===== src/rtl/ws2812_pkg.sv =====
// ws2812_pkg: shared WS2812 timing defaults, FSM state encoding and pixel width
package ws2812_pkg;
    localparam int PIX_W       = 24;
    localparam int DEF_T0H     = 20;
    localparam int DEF_T1H     = 40;
    localparam int DEF_T_BIT   = 63;
    localparam int DEF_T_RESET = 2500;

    typedef enum logic [1:0] {IDLE, PREFETCH, SEND, TRESET} state_t;

    // Scales each colour byte by (c*(b+1))>>8; b=255 passes through, b=0 gives black
    function automatic logic [PIX_W-1:0] scale_pix(input logic [PIX_W-1:0] p, input logic [7:0] b);
        logic [PIX_W-1:0] r;
        logic [15:0] m;
        r = '0;
        for (int i = 0; i < 3; i++) begin
            m = 16'(p[8*i +: 8]) * (16'(b) + 16'd1);
            r[8*i +: 8] = m[15:8];
        end
        return r;
    endfunction
endpackage


===== src/rtl/ws2812_multi_driver_if.sv =====
// ws2812_multi_driver_if: valid/ready pixel stream from the pattern generator to the strip driver
interface ws2812_multi_driver_if;
    import ws2812_pkg::*;
    logic             pix_valid;
    logic             pix_ready;
    logic [PIX_W-1:0] pix_data;
    modport master (output pix_valid, output pix_data, input pix_ready);
    modport slave  (input pix_valid, input pix_data, output pix_ready);
endinterface


===== src/rtl/ws2812_channel_serializer.sv =====
// ws2812_channel_serializer: one strip's 24-bit shift register and bit waveform compare
module ws2812_channel_serializer import ws2812_pkg::*; #(
    parameter int T0H = DEF_T0H,
    parameter int T1H = DEF_T1H,
    parameter int TW  = 12
) (
    input  logic             clk,
    input  logic             reset,
    input  logic             i_load,
    input  logic             i_shift,
    input  logic             i_en,
    input  logic [PIX_W-1:0] i_data,
    input  logic [TW-1:0]    i_timer,
    output logic             o_dout
);
    localparam logic [TW-1:0] H0 = TW'(T0H);
    localparam logic [TW-1:0] H1 = TW'(T1H);

    logic [PIX_W-1:0] r_sr;
    logic             r_dout;

    // MSB is the bit on the line; the line is high for the first T0H/T1H cycles of each bit
    always_ff @(posedge clk)
        if (reset) begin
            r_sr   <= '0;
            r_dout <= 1'b0;
        end else begin
            r_sr   <= i_load ? i_data : i_shift ? {r_sr[PIX_W-2:0], 1'b0} : r_sr;
            r_dout <= i_en && (i_timer < (r_sr[PIX_W-1] ? H1 : H0));
        end

    assign o_dout = r_dout;
endmodule


===== src/rtl/ws2812_multi_driver.sv =====
// ws2812_multi_driver: N_CH bit-aligned WS2812 strips fed from a pixel stream with a per-channel
// shadow prefetch bank. Optional macro WS2812_BRIGHTNESS_EN adds i_brightness pixel scaling.
module ws2812_multi_driver import ws2812_pkg::*; #(
    parameter int N_CH      = 4,
    parameter int LED_COUNT = 8,
    parameter int T0H       = DEF_T0H,
    parameter int T1H       = DEF_T1H,
    parameter int T_BIT     = DEF_T_BIT,
    parameter int T_RESET   = DEF_T_RESET
) (
    input  logic              clk,
    input  logic              reset,
    input  logic              i_start,
    ws2812_multi_driver_if.slave pix,
    output logic [N_CH-1:0]   o_dout,
    output logic              o_busy,
    output logic              o_frame_done,
    output logic              o_underrun
`ifdef WS2812_BRIGHTNESS_EN
    ,
    input  logic [7:0]        i_brightness
`endif
);
    localparam int TW = $clog2((T_BIT > T_RESET) ? T_BIT : T_RESET);
    localparam int LW = $clog2(LED_COUNT + 2);
    localparam int SW = $clog2(N_CH + 1);

    state_t           r_state;
    logic [TW-1:0]    r_timer;
    logic [4:0]       r_bit;
    logic [LW-1:0]    r_led;
    logic [LW-1:0]    r_fetch;
    logic [SW-1:0]    r_cnt;
    logic             r_busy;
    logic             r_done;
    logic             r_und;
    logic [PIX_W-1:0] r_shadow [N_CH];

    logic             w_full;
    logic             w_last_t;
    logic             w_bnd;
    logic             w_end;
    logic             w_load;
    logic             w_shift;
    logic             w_ready;
    logic             w_fire;
    logic [LW-1:0]    w_next_fetch;
    logic [SW-1:0]    w_slot;
    logic [PIX_W-1:0] w_pix;

    assign w_full       = r_cnt == SW'(N_CH);
    assign w_last_t     = r_timer == TW'(T_BIT - 1);
    assign w_bnd        = r_state == SEND && w_last_t && r_bit == 5'(PIX_W - 1);
    assign w_end        = w_bnd && r_led == LW'(LED_COUNT - 1);
    assign w_load       = (r_state == PREFETCH && w_full) || (w_bnd && !w_end);
    assign w_shift      = r_state == SEND && w_last_t && !w_bnd;
    // A pixel accepted on an LED boundary belongs to the LED after the one being loaded
    assign w_next_fetch = r_fetch + LW'(w_bnd);
    assign w_ready      = (r_state == PREFETCH || r_state == SEND) && !w_full && w_next_fetch < LW'(LED_COUNT);
    assign w_fire       = pix.pix_valid && w_ready;
    assign w_slot       = w_load ? '0 : r_cnt;
`ifdef WS2812_BRIGHTNESS_EN
    assign w_pix        = scale_pix(pix.pix_data, i_brightness);
`else
    assign w_pix        = pix.pix_data;
`endif

    // Frame sequencing: shared bit timer, bit/LED counters, fetch pointer and status flags
    always_ff @(posedge clk)
        if (reset) begin
            r_state <= IDLE;
            r_timer <= '0;
            r_bit   <= '0;
            r_led   <= '0;
            r_fetch <= '0;
            r_cnt   <= '0;
            r_busy  <= 1'b0;
            r_done  <= 1'b0;
            r_und   <= 1'b0;
        end else begin
            r_done <= 1'b0;
            r_cnt  <= w_load ? SW'(w_fire) : w_fire ? r_cnt + SW'(1) : r_cnt;
            case (r_state)
                IDLE:
                    if (i_start) begin
                        r_state <= PREFETCH;
                        r_busy  <= 1'b1;
                        r_und   <= 1'b0;
                        r_timer <= '0;
                        r_bit   <= '0;
                        r_led   <= '0;
                        r_fetch <= '0;
                    end
                PREFETCH:
                    if (w_full) begin
                        r_state <= SEND;
                        r_fetch <= LW'(1);
                    end
                SEND: begin
                    r_timer <= w_last_t ? '0 : r_timer + TW'(1);
                    if (w_last_t) r_bit <= w_bnd ? '0 : r_bit + 5'd1;
                    if (w_end) r_state <= TRESET;
                    else if (w_bnd) begin
                        r_led   <= r_led + LW'(1);
                        r_fetch <= r_fetch + LW'(1);
                        r_und   <= r_und | !w_full;
                    end
                end
                TRESET:
                    if (r_timer == TW'(T_RESET - 1)) begin
                        r_state <= IDLE;
                        r_busy  <= 1'b0;
                        r_done  <= 1'b1;
                        r_timer <= '0;
                    end else r_timer <= r_timer + TW'(1);
                default: r_state <= IDLE;
            endcase
        end

    // Shadow bank: accepted pixels land in the next free slot of the LED being fetched
    always_ff @(posedge clk)
        for (int c = 0; c < N_CH; c++)
            if (w_fire && w_slot == SW'(c)) r_shadow[c] <= w_pix;

    for (genvar g = 0; g < N_CH; g++) begin : g_ch
        ws2812_channel_serializer #(.T0H(T0H), .T1H(T1H), .TW(TW)) u_ser (
            .clk     (clk),
            .reset   (reset),
            .i_load  (w_load),
            .i_shift (w_shift),
            .i_en    (r_state == SEND),
            .i_data  ((SW'(g) < r_cnt) ? r_shadow[g] : '0),
            .i_timer (r_timer),
            .o_dout  (o_dout[g])
        );
    end

    assign pix.pix_ready = w_ready;
    assign o_busy        = r_busy;
    assign o_frame_done  = r_done;
    assign o_underrun    = r_und;
endmodule

===== src/flat_wrapper.sv =====
// flat-port wrapper written by rule: the top's interface ports become plain ports
module ws2812_multi_driver_flat import ws2812_pkg::*;
#(
    parameter int N_CH      = 4,
    parameter int LED_COUNT = 8,
    parameter int T0H       = DEF_T0H,
    parameter int T1H       = DEF_T1H,
    parameter int T_BIT     = DEF_T_BIT,
    parameter int T_RESET   = DEF_T_RESET
)
  (clk, reset, i_start, o_dout, o_busy, o_frame_done, o_underrun, pix_pix_valid, pix_pix_data, pix_pix_ready);
  ws2812_multi_driver_if pix_i ();
  input  logic clk;
  input  logic reset;
  input  logic i_start;
  output logic [N_CH-1:0] o_dout;
  output logic o_busy;
  output logic o_frame_done;
  output logic o_underrun;
  input wire logic [$bits(pix_i.pix_valid)-1:0] pix_pix_valid;
  input wire logic [$bits(pix_i.pix_data)-1:0] pix_pix_data;
  output wire logic [$bits(pix_i.pix_ready)-1:0] pix_pix_ready;
  assign pix_i.pix_valid = pix_pix_valid;
  assign pix_i.pix_data = pix_pix_data;
  assign pix_pix_ready = pix_i.pix_ready;
  ws2812_multi_driver #(.N_CH(N_CH), .LED_COUNT(LED_COUNT), .T0H(T0H), .T1H(T1H), .T_BIT(T_BIT), .T_RESET(T_RESET)) u_core (.clk(clk), .reset(reset), .i_start(i_start), .pix(pix_i), .o_dout(o_dout), .o_busy(o_busy), .o_frame_done(o_frame_done), .o_underrun(o_underrun));
endmodule

===== config.mk =====
export PLATFORM = sky130hd
export DESIGN_NAME = ws2812_multi_driver_flat
export DESIGN_NICKNAME = d
export VERILOG_FILES = /design/src/rtl/ws2812_pkg.sv /design/src/rtl/ws2812_multi_driver_if.sv /design/src/rtl/ws2812_channel_serializer.sv /design/src/rtl/ws2812_multi_driver.sv /design/src/flat_wrapper.sv
export SDC_FILE = /design/constraint.sdc
export NUM_CORES = 1
export LEC_CHECK = 0
export CORE_MARGIN = 5
export CORE_UTILIZATION = 55
export DETAILED_ROUTE_END_ITERATION = 7
export GPL_ROUTABILITY_DRIVEN = 1
export PLACE_DENSITY = 0.7
export SLEW_MARGIN = 15
export SYNTH_ARGS = -nofsm -noshare
export SYNTH_HDL_FRONTEND = slang
export SYNTH_SLANG_ARGS = --single-unit

===== constraint.sdc =====
create_clock -name clk -period 10.25 [get_ports clk]
set_input_delay 1.5375 -clock clk [delete_from_list [all_inputs] [get_ports clk]]
set_output_delay 1.5375 -clock clk [all_outputs]
set_load 0.1 [all_outputs]

==> metrics.md, run 1 <==
| Metric | Value |
|---|---|
| #FFs+latches synth | `229` |
| All-Layer GR Usage | `0.1991` |
| DRC violations left | `0` |
| Post CTS Setup Buffer Count | `0` |
| GR Overflow Total | `0` |
| Largest net degree at the start of global routing | `98` |
| Die Footprint | `19140 sq um` |
| Final clock skew | `12.18 ps` |
| H-tree Lvls | `1` |
| TritonCTS Buffers | `23` |
| PortBufs | `35` |
| Worst-path clk slew | `60 ps` |
| P&R area growth vs syn | `14.03%` |
| Synth Instances | `816` |
| Fillers | `1305` |
| Critical path class | `flip-flop to primary output` |
| Share of cells above drive strength 1 | `0.07820` |
| Period utilization | `0.4920` |
| Placer Congestion | `0.8280` |
| Setup TNS | `0 ps` |
| Post-synthesis async set-or-reset flop share | `0` |
| Site Rows | `47` |
| Power Density | `208.2 nW/um^2` |
| Peak supply drop | `0.0001506 V` |
| RSZ-0062 raised after global routing | `false` |
| Number of global-route vias before repair | `6470` |
| Chip Width | `138.3 microns` |
| Met2 wire length | `9.417 mm` |
| Worst-path maximum fanout | `12` |
| HP Class | `flip-flop to flip-flop` |
| Core area | `16350 sq um` |
| Crit path launch type | `flip-flop` |
| CTS Buffer Depth | `3` |
| Post-route ant nets | `0` |
| Final Util | `0.6319` |
| Num Clock Sinks | `229` |
| Starting density of the core | `0.5541` |
| Least-Margin Pin Slew | `1136 ps` |
| M1 WL | `8.614 mm` |
| Iteration-0 DRC Markers | `554` |
| Initial antenna violation count | `0` |
| Slew Viols, Final | `0` |
| Syn_nets | `868` |
| Avg Inst Size Synth | `11.10 sq um` |
| Die Y | `138.3 microns` |
| Critical Path End Type | `primary output` |
| Top-Level Pins | `36` |
| Worst rel slew slack | `0.2410` |
| Synth warn | `0` |
| Crit path DAT | `3510 ps` |
| Outcome | `finished clean` |
| Layout Cells excl Fill | `1064` |
| Routed wl met3 | `840 microns` |
| Post-synth EDFFs | `96` |
| Post-synth cell types | `58` |
| Post-Syn Area | `9059 sq um` |
| Vias per cell | `6.060` |
| Cts repair resizes | `0` |
| DR top layer | `met4` |
| # setup viols final | `0` |
| Max-cap viol count | `0` |
| Drt wl/cell | `18.25 microns` |
| DPL Wire Length | `11.72 mm` |
| Nets | `879` |
| Dpl cells | `1022` |
| P_leak | `3.343 nW` |
| TritonCTS clock tree | `yes` |
| CTS Root Cell | `clkbuf_16` |
| Register area share after synthesis | `0.6122` |
| CP required | `8710 ps` |
| Via count | `6448` |
| Hold Vio Cnt, Final | `0` |
| CTS Hold Bufs | `0` |
| Worst-Skew Late Latency | `510 ps` |
| Fin crit period | `5043 ps` |
| First-pass GRT wire length | `32.29 mm` |
| WL final | `19.42 mm` |
| Prevailing post-synth register cell | `dfxtp_1` |
| DP Area | `9542 sq um` |
| Fmax | `0.1983 GHz` |
| DR pass1 iterations | `5` |
| Final instance area | `10330 sq um` |
| Antenna cells | `0` |
-- worst max-delay path, stage by stage (launching register included) --
cell and delay, ps:
dfxtp_1 530, and4_1 500, nand4_1 300, o21ai_0 330, and3b_1 210, clkdlybuf4s50_1 1130
-- flip-flops by register name, summed over array words and instances (netlist names) --
signal / flops
u_core.r_bit: 5
u_core.o_busy: 1
u_core.r_led: 4
u_core.o_frame_done: 1
u_core.o_underrun: 1
u_core.r_shadow: 96
u_core.g_ch.u_ser.r_sr: 96
u_core.r_cnt: 3
u_core.r_fetch: 4
u_core.r_state: 2
u_core.r_timer: 12
u_core.g_ch.u_ser.o_dout: 4
-- cell type report --
type | count | area (sq um) | share of cell area
clock buffers | 32 | 649.4 | 0.06286
clock inverters | 10 | 131.4 | 0.01272
inverters | 13 | 48.80 | 0.004724
multi-input cells | 517 | 3272 | 0.3167
flip-flops and latches | 229 | 5545 | 0.5368
well taps | 220 | 275.3 | 0.02665
repair buffers | 43 | 407.9 | 0.03949
-- synth_stat cells (5+ instances only) --
master	n	area, sq um
nand2_1	111	416.7
dfxtp_1	133	2663
o21ai_0	17	85.08
a22oi_1	92	690.7
or2_2	5	31.28
clkbuf_1	42	157.7
xor2_1	7	61.31
mux2i_1	5	50.05
a31oi_1	8	50.05
nand4b_1	7	61.31
nand2b_1	10	62.56
nand3b_1	5	37.54
nor4_1	5	31.28
edfxtp_1	96	2883
inv_1	13	48.80
nand3_1	15	75.07
nor2_1	21	78.83
a211oi_1	9	67.56
buf_2	11	55.05
nand4_1	9	56.30
a21oi_1	109	545.5
ha_1	24	300.3
-- worst paths after layout --
check,slack (ps),end,cells after the start,from
hold reg to reg,470,u_core.g_ch[3].u_ser.r_sr[15]$_SDFFE_PP0P_,2,u_core.g_ch[3].u_ser.r_sr[15]$_SDFFE_PP0P_
setup / recovery,5210,pix_pix_ready,5,u_core.r_timer[2]$_SDFFE_PP0P_
setup reg to reg,6930,u_core.g_ch[3].u_ser.r_sr[1]$_SDFFE_PP0P_,8,u_core.r_state[0]$_SDFFE_PP0P_
hold / removal,470,u_core.g_ch[3].u_ser.r_sr[15]$_SDFFE_PP0P_,2,u_core.g_ch[3].u_ser.r_sr[15]$_SDFFE_PP0P_
-- where the power goes --
group | switching, W | leakage [nW] | internal [W]
sequential | 0.0000182 | 1.94 | 0.00100
clock | 0.000335 | 0.386 | 0.000519
combinational | 0.000198 | 1.02 | 0.0000789
-- metal layers --
layer	vias up	GRT usage
met1	3165	0.2697
met3	47	0.03073
li1	3051	-
met5	-	0
met4	0	0.06136
met2	185	0.3330
-- through the flow --
step	power, W	hold slack [ps]	setup WS (ps)
final	0.002151	471.2	5207
after global routing	0.002230	506.7	5016
after CTS	0.002159	474.9	5203
after detailed placement	0.001314	465.4	5755
after global placement	0.001304	456.2	5796
after floorplan	0.001237	443.9	5484
-- cells by family after synthesis --
kind of cell | count (synthesis) | share of synthesized area
AO/OA/AOI/OAI | 255 | 0.1790
XOR/XNOR | 7 | 0.006768
adder cells (fa/ha/maj) | 24 | 0.03315
buffers and inverters | 70 | 0.03218
flip-flops | 229 | 0.6122
multiplexers | 7 | 0.008011
AND/OR/NAND/NOR | 224 | 0.1287
-- placed cells by master (no fill, tap or decap), types with 3 or more instances in the layout --
master,netlist,routed
nand4_1,9,9
a31oi_1,8,8
or3_1,3,3
nand2_1,111,111
a21oi_1,109,107
xor2_1,7,7
nor3_1,3,3
a22oi_1,92,92
o21ai_0,17,17
mux2i_1,5,5
inv_1,13,13
clkinv_2,0,4
nand4b_1,7,7
clkbuf_16,0,23
and3_1,4,4
o21a_1,4,4
nand2b_1,10,10
nor3b_1,3,3
nor4_2,0,3
nor2_1,21,21
nand3b_1,5,5
or4_1,3,3
edfxtp_1,96,96
or2_2,5,5
dfxtp_1,133,133
a211oi_1,9,9
clkdlybuf4s50_1,0,34
ha_1,24,24
and4_1,4,4
bufinv_16,0,3
clkbuf_8,0,4
nand3_1,15,15
clkbuf_1,42,5
buf_4,4,9
(Power assumes the default switching activity.)
==> run 2, diff against run 1 <==
==> constraint.sdc (replaced) <==
create_clock -name clk -period 4.72 [get_ports clk]
set_input_delay 0.708 -clock clk [delete_from_list [all_inputs] [get_ports clk]]
set_output_delay 0.708 -clock clk [all_outputs]
set_load 0.1 [all_outputs]
==> run 2 against run 1 <==
First-iteration DRC count increased by 6.7%. Via count is 0.29% lower. Largest power group unchanged. Highest routed layer unchanged. Global-route usage is 0.67 points lower.
==> metrics.md, run 2 (same netlist as run 1, synthesis figures left out) <==
| Metric | Value |
|---|---|
| DRC violations left | `0 (unchanged)` |
| Nets | `882 (was 879)` |
| Slew Viols, Final | `0 (unchanged)` |
| Crit path launch type | `flip-flop (unchanged)` |
| Cts repair resizes | `0 (unchanged)` |
| Via count | `6429 (was 6448)` |
| Critical path class | `flip-flop to primary output (unchanged)` |
| Combinational Power Share | `0.124 (was 0.129)` |
| Worst-path maximum fanout | `12 (unchanged)` |
| Chip Width | `138.3 microns (unchanged)` |
| GR Overflow Total | `0 (unchanged)` |
| Core area | `16350 sq um (unchanged)` |
| Fin crit period | `3474 ps` |
| DP Worst Slack | `1522 ps (was 5755 ps)` |
| Antenna cells | `0 (unchanged)` |
| Power Density | `468.2 nW/um^2 (was 208.2 nW/um^2)` |
| Number of global-route vias before repair | `5985 (was 6470)` |
| DR pass1 iterations | `6 (was 5)` |
| Period utilization | `0.7359` |
| P_leak | `3.392 nW (was 3.343 nW)` |
| CTS Root Cell | `clkbuf_16 (unchanged)` |
| Fillers | `1287 (was 1305)` |
| CTS Hold Bufs | `0 (unchanged)` |
| Least-Margin Pin Slew | `1194 ps (was 1136 ps)` |
| Final clock skew | `12.39 ps (was 12.18 ps)` |
| Critical Path End Type | `primary output (unchanged)` |
| Share of cells above drive strength 1 | `0.08962 (was 0.07820)` |
| Crit path DAT | `2770 ps (was 3510 ps)` |
| Hold Vio Cnt, Final | `0 (unchanged)` |
| Die Y | `138.3 microns (unchanged)` |
| Pint | `0.003632 W (was 0.001599 W)` |
| RSZ-0062 raised after global routing | `false (unchanged)` |
| Starting density of the core | `0.5541 (unchanged)` |
| Site Rows | `47 (unchanged)` |
| Sw Ratio | `0.2578 (was 0.2564)` |
| Post CTS Setup Buffer Count | `0 (unchanged)` |
| Max-cap viol count | `0 (unchanged)` |
| Biggest regs | `u_core.g_ch.u_ser.r_sr (96), u_core.r_shadow (96), u_core.r_timer (12) (unchanged)` |
| Worst rel slew slack | `0.2023 (was 0.2410)` |
| Post-route ant nets | `0 (unchanged)` |
| Die Footprint | `19140 sq um (unchanged)` |
| PortBufs | `35 (unchanged)` |
| Setup TNS | `0 ps (unchanged)` |
| HP Class | `flip-flop to flip-flop (unchanged)` |
| WL final | `19.23 mm (was 19.42 mm)` |
| Vias per cell | `6.020 (was 6.060)` |
| All-Layer GR Usage | `0.1924 (was 0.1991)` |
| Top-Level Pins | `36 (unchanged)` |
| CTS Buffer Depth | `3 (unchanged)` |
| H-tree Lvls | `1 (unchanged)` |
| Worst-path clk slew | `60 ps (about the same)` |
| Num Clock Sinks | `229 (unchanged)` |
| TritonCTS Buffers | `24 (was 23)` |
| Commonest non-fill, non-tap cells in the layout | `dfxtp_1 (133), nand2_1 (111), a21oi_1 (107) (unchanged)` |
| P&R area growth vs syn | `15.39% (was 14.03%)` |
| Placer Congestion | `0.8229 (was 0.8280)` |
| NetSw | `0.001262 W (was 0.0005515 W)` |
| Drt wl/cell | `18.01 microns (was 18.25 microns)` |
| Outcome | `finished clean (unchanged)` |
| Final WS setup | `1246 ps (was 5207 ps)` |
| First-pass GRT wire length | `30.91 mm (was 32.29 mm)` |
| Initial antenna violation count | `0 (unchanged)` |
| Fmax | `0.2879 GHz` |
| Sequential Power Share | `0.453 (was 0.474)` |
| Commonest non-fill, non-tap cell in the layout | `dfxtp_1 (unchanged)` |
| DPL Wire Length | `11.76 mm (was 11.72 mm)` |
| TritonCTS clock tree | `yes (unchanged)` |
| Largest net degree at the start of global routing | `89 (was 98)` |
| Iteration-0 DRC Markers | `591 (was 554)` |
| # setup viols final | `0 (unchanged)` |
| Clock power frac | `0.423 (was 0.397)` |
| Peak supply drop | `0.0003455 V (was 0.0001506 V)` |
| CP required | `4010 ps (was 8710 ps)` |
| Worst-Skew Late Latency | `520 ps (was 510 ps)` |
run 2: cell types whose count changed in the layout (fill, tap and decap cells not counted), moves of 3 or more:
cell | before | now
clkinvlp_4 | 0 | 4
bufinv_16 | 3 | 6
clkbuf_8 | 4 | 1
clkbuf_1 | 5 | 1
buf_4 | 9 | 12
run 2: worst paths after layout:
kind | from | end | slack [ps] | cells past startpoint
worst max register to register | u_core.r_timer[2]$_SDFFE_PP0P_ | u_core.r_shadow[2][5]$_DFFE_PP_ | 1510 | 6
worst max-delay path | u_core.r_timer[2]$_SDFFE_PP0P_ | pix_pix_ready | 1250 | 5
worst min register to register | u_core.g_ch[3].u_ser.r_sr[15]$_SDFFE_PP0P_ | u_core.g_ch[3].u_ser.r_sr[15]$_SDFFE_PP0P_ | 470 | 2
worst min-delay path | u_core.g_ch[3].u_ser.r_sr[15]$_SDFFE_PP0P_ | u_core.g_ch[3].u_ser.r_sr[15]$_SDFFE_PP0P_ | 470 | 2
run 2: metal layers:
metal  global-route usage  vias up  share of wire
li1                     -     3071              -
met1               0.2620     3103           0.44
met2               0.3204      218           0.48
met3              0.03280       37          0.061
met4              0.05408        0          0.022
met5                    0        -              0
run 2: through the flow:
stage / area (sq um) / cells / hold slack, ps / power (W) / util
finish: 10450 / 1068 / 467.4 / 0.004894 / 0.6394
floorplan: 9059 / 816 / 443.9 / 0.002686 / -
global route: 10450 / 1068 / 479.0 / 0.005084 / 0.6394
global placement: 9554 / 1024 / 460.0 / 0.002840 / 0.5844
detailed placement: 9554 / 1024 / 462.3 / 0.002858 / 0.5844
CTS: 10450 / 1068 / 472.0 / 0.004929 / 0.6389
run 2: critical path, cell delays in order, from the launching register on:
cell     delay [ps]
dfxtp_1         560
and4_1          500
nand4_1         290
or3_1           480
and3b_1         190
buf_4           230
run 2: final cells by class:
type	instances	area, sq um	area share
clock buffers	26	618.1	0.05913
clock inverters	18	272.8	0.02610
inverters	13	48.80	0.004668
multi-input cells	517	3272	0.3130
flip-flops and latches	229	5545	0.5305
well taps	220	275.3	0.02633
repair buffers	45	420.4	0.04022
run 2: power by group through the flow:
stage | Sequential [W] | Clock, W | Combinational, W
after floorplan | 0.00227 | 0 | 0.000421
after global placement | 0.00225 | 0 | 0.000587
after detailed placement | 0.00226 | 0 | 0.000601
after CTS | 0.00221 | 0.00211 | 0.000605
after global routing | 0.00222 | 0.00221 | 0.000653
final | 0.00221 | 0.00207 | 0.000607
==> run 3, diff against run 2 <==
--- a/config.mk
+++ b/config.mk
@@ -6,10 +6,10 @@
 export NUM_CORES = 1
 export LEC_CHECK = 0
 export CORE_MARGIN = 5
-export CORE_UTILIZATION = 55
+export CORE_UTILIZATION = 54
 export DETAILED_ROUTE_END_ITERATION = 7
 export GPL_ROUTABILITY_DRIVEN = 1
-export PLACE_DENSITY = 0.7
+export PLACE_DENSITY = 0.72
 export SLEW_MARGIN = 15
 export SYNTH_ARGS = -nofsm -noshare
 export SYNTH_HDL_FRONTEND = slang
==> constraint.sdc (replaced) <==
create_clock -name clk -period 3 [get_ports clk]
set_input_delay 0.45 -clock clk [delete_from_list [all_inputs] [get_ports clk]]
set_output_delay 0.45 -clock clk [all_outputs]
set_load 0.1 [all_outputs]
==> run 3 against run 2 <==
Via count increased by 2.0%. Global-route usage is 0.77 points higher. Routed wire length grew 2.8%. Non-clock buffer count grew 14. Largest power group unchanged.
==> metrics.md, run 3 (same netlist as run 1, synthesis figures left out) <==
| Metric | Value |
|---|---|
| Placer Congestion | `0.8767 (was 0.8229)` |
| Die Y | `139.5 microns (was 138.3 microns)` |
| GR Overflow Total | `0 (unchanged)` |
| Critical path's slowest cell | `or3_4 (was dfxtp_1)` |
| Share of cells above drive strength 1 | `0.1160 (was 0.08962)` |
| Dpl cells | `1037 (was 1024)` |
| Hold Vio Cnt, Final | `0 (unchanged)` |
| RSZ-0062 raised after global routing | `false (unchanged)` |
| Crit path DAT | `2430 ps (was 2770 ps)` |
| Period utilization | `0.9594` |
| Largest net degree at the start of global routing | `98 (was 89)` |
| Commonest non-fill, non-tap cells in the layout | `dfxtp_1 (133), nand2_1 (111), a21oi_1 (107) (unchanged)` |
| CTS Root Cell | `clkbuf_16 (unchanged)` |
| DR pass1 iterations | `6 (unchanged)` |
| Sequential Area | `5545 sq um (unchanged)` |
| First-pass GRT wire length | `32.49 mm (was 30.91 mm)` |
| DPL Wire Length | `12.58 mm (was 11.76 mm)` |
| Outcome | `finished clean (unchanged)` |
| All-Layer GR Usage | `0.2002 (was 0.1924)` |
| HP Class | `input pin to flip-flop (was flip-flop to flip-flop)` |
| TritonCTS clock tree | `yes (unchanged)` |
| P_leak | `3.482 nW (was 3.392 nW)` |
| TritonCTS Buffers | `24 (unchanged)` |
| Least-Margin Pin Slew | `1118 ps (was 1194 ps)` |
| Power Density | `704.0 nW/um^2 (was 468.2 nW/um^2)` |
| Worst rel slew slack | `0.2529 (was 0.2023)` |
| Starting density of the core | `0.5482 (was 0.5541)` |
| Final instance area | `10600 sq um (was 10450 sq um)` |
| Drt wl/cell | `18.27 microns (was 18.01 microns)` |
| Delay-heaviest family, CP | `simple AND/OR/NAND/NOR gates (unchanged)` |
| Initial antenna violation count | `0 (unchanged)` |
| Post-route ant nets | `0 (unchanged)` |
| Biggest regs | `u_core.g_ch.u_ser.r_sr (96), u_core.r_shadow (96), u_core.r_timer (12) (unchanged)` |
| Via count | `6558 (was 6429)` |
| Slew Viols, Final | `0 (unchanged)` |
| DP Area | `9736 sq um (was 9554 sq um)` |
| Commonest non-fill, non-tap cell in the layout | `dfxtp_1 (unchanged)` |
| Final clock skew | `13.33 ps (was 12.39 ps)` |
| Vias per cell | `6.061 (was 6.020)` |
| Worst-Skew Late Latency | `520 ps (about the same)` |
| Peak supply drop | `0.0005178 V (was 0.0003455 V)` |
| Iteration-0 DRC Markers | `454 (was 591)` |
| Reg2Reg Setup Slack | `370 ps (was 1510 ps)` |
| Top-Level Pins | `36 (unchanged)` |
| PortBufs | `35 (unchanged)` |
| CTS Hold Bufs | `0 (unchanged)` |
| Ordered list of cells on the worst path | `ha_4 -> and4b_2 -> nand4_1 -> or3_4 -> and3b_1 -> buf_12 (was and4_1 -> nand4_1 -> or3_1 -> and3b_1 -> buf_4)` |
| CP required | `2550 ps (was 4010 ps)` |
| H-tree Lvls | `1 (unchanged)` |
| Fin crit period | `2878 ps` |
| Crit path launch type | `flip-flop (unchanged)` |
| Critical Path Max Stage Delay | `440 ps (was 560 ps)` |
| CTS Buffer Depth | `3 (unchanged)` |
| Antenna cells | `0 (unchanged)` |
| P&R area growth vs syn | `17.02% (was 15.39%)` |
| # setup viols final | `0 (unchanged)` |
| DRC violations left | `0 (unchanged)` |
| Critical Path End Type | `primary output (unchanged)` |
| Worst Path Buf+Inv | `1 (unchanged)` |
| Nets | `896 (was 882)` |
| Worst-path clk slew | `60 ps (about the same)` |
| Critical path class | `flip-flop to primary output (unchanged)` |
| Fmax | `0.3474 GHz` |
| Worst-path maximum fanout | `6 (was 12)` |
| Fillers | `1233 (was 1287)` |
| Chip Width | `139.5 microns (was 138.3 microns)` |
| Num Clock Sinks | `229 (unchanged)` |
| Core area | `16520 sq um (was 16350 sq um)` |
| Max-cap viol count | `0 (unchanged)` |
| Die Footprint | `19470 sq um (was 19140 sq um)` |
| Multi-input gate area | `3332 sq um (was 3272 sq um)` |
| WL final | `19.77 mm (was 19.23 mm)` |
| Number of global-route vias before repair | `6516 (was 5985)` |
| Layout Cells excl Fill | `1082 (was 1068)` |
| Site Rows | `47 (unchanged)` |
[run 3: cell count changes in the layout (fill, tap and decap cells not counted), moves of 3 or more]
cell and delta:
nor4_2 -3, clkbuf_8 +5, buf_4 +15, buf_12 +6, bufinv_16 -5, clkdlybuf4s50_1 -7
nor4_4 +3, clkbuf_1 +3, clkinvlp_4 -4
[run 3: final timing paths]
| path | from | end | cells past startpoint |
|---|---|---|---|
| worst min-delay path | reset | u_core.g_ch[3].u_ser.r_sr[7]$_SDFFE_PP0P_ | 2 |
| worst max-delay path | u_core.r_bit[0]$_SDFFE_PP0P_ | pix_pix_ready | 6 |
| worst min register to register | u_core.g_ch[3].u_ser.r_sr[15]$_SDFFE_PP0P_ | u_core.g_ch[3].u_ser.r_sr[15]$_SDFFE_PP0P_ | 2 |
| worst max register to register | u_core.r_bit[0]$_SDFFE_PP0P_ | u_core.r_shadow[2][0]$_DFFE_PP_ | 7 |
[run 3: routing by layer]
layer / GRT usage / share of wire
met5: 0 / 0
met4: 0.05870 / 0.026
met3: 0.03362 / 0.057
met2: 0.3476 / 0.50
met1: 0.2587 / 0.41
[run 3: power by group]
group          internal, W  switching, W  leakage [nW]
Combinational     0.000319      0.000708          1.14
Sequential         0.00342     0.0000670          1.94
Clock              0.00177       0.00118         0.406
[run 3: per-stage QoR]
step                        util  hold WS [ps]  setup slack [ps]  total power [W]  setup TNS (ps)
final                     0.6415         432.3             121.8         0.007463               0
after global routing      0.6415         429.8             4.778         0.007757               0
after CTS                 0.6391         397.0             46.17         0.007512               0
after detailed placement  0.5892         471.2             89.50         0.004562               0
after global placement    0.5892         455.0             209.0         0.004533               0
after floorplan                -         443.9            -461.3         0.004232          -38630
[run 3: worst reg2reg max path, cell delays in order (launching register included)]
cell and delay [ps]:
dfxtp_1 430, ha_4 200, and4b_2 270, nand4_1 180, o21ai_1 300, nand3_2 230
nor4_4 290, buf_4 380
[run 3: repair_timing]
item	4_1_cts	5_1_grt
endpoints found under the setup margin	1	37
gates resized for setup	1	8
pin swaps	1	1
setup buffers	1	0
[run 3: final cells by class]
type / instances / area share
Clock buffer: 35 / 0.06822
Clock inverter: 9 / 0.008735
Inverter: 13 / 0.004603
Multi-Input combinational cell: 517 / 0.3143
Sequential cell: 229 / 0.5231
Tap cell: 220 / 0.02597
Timing Repair Buffer: 59 / 0.05500
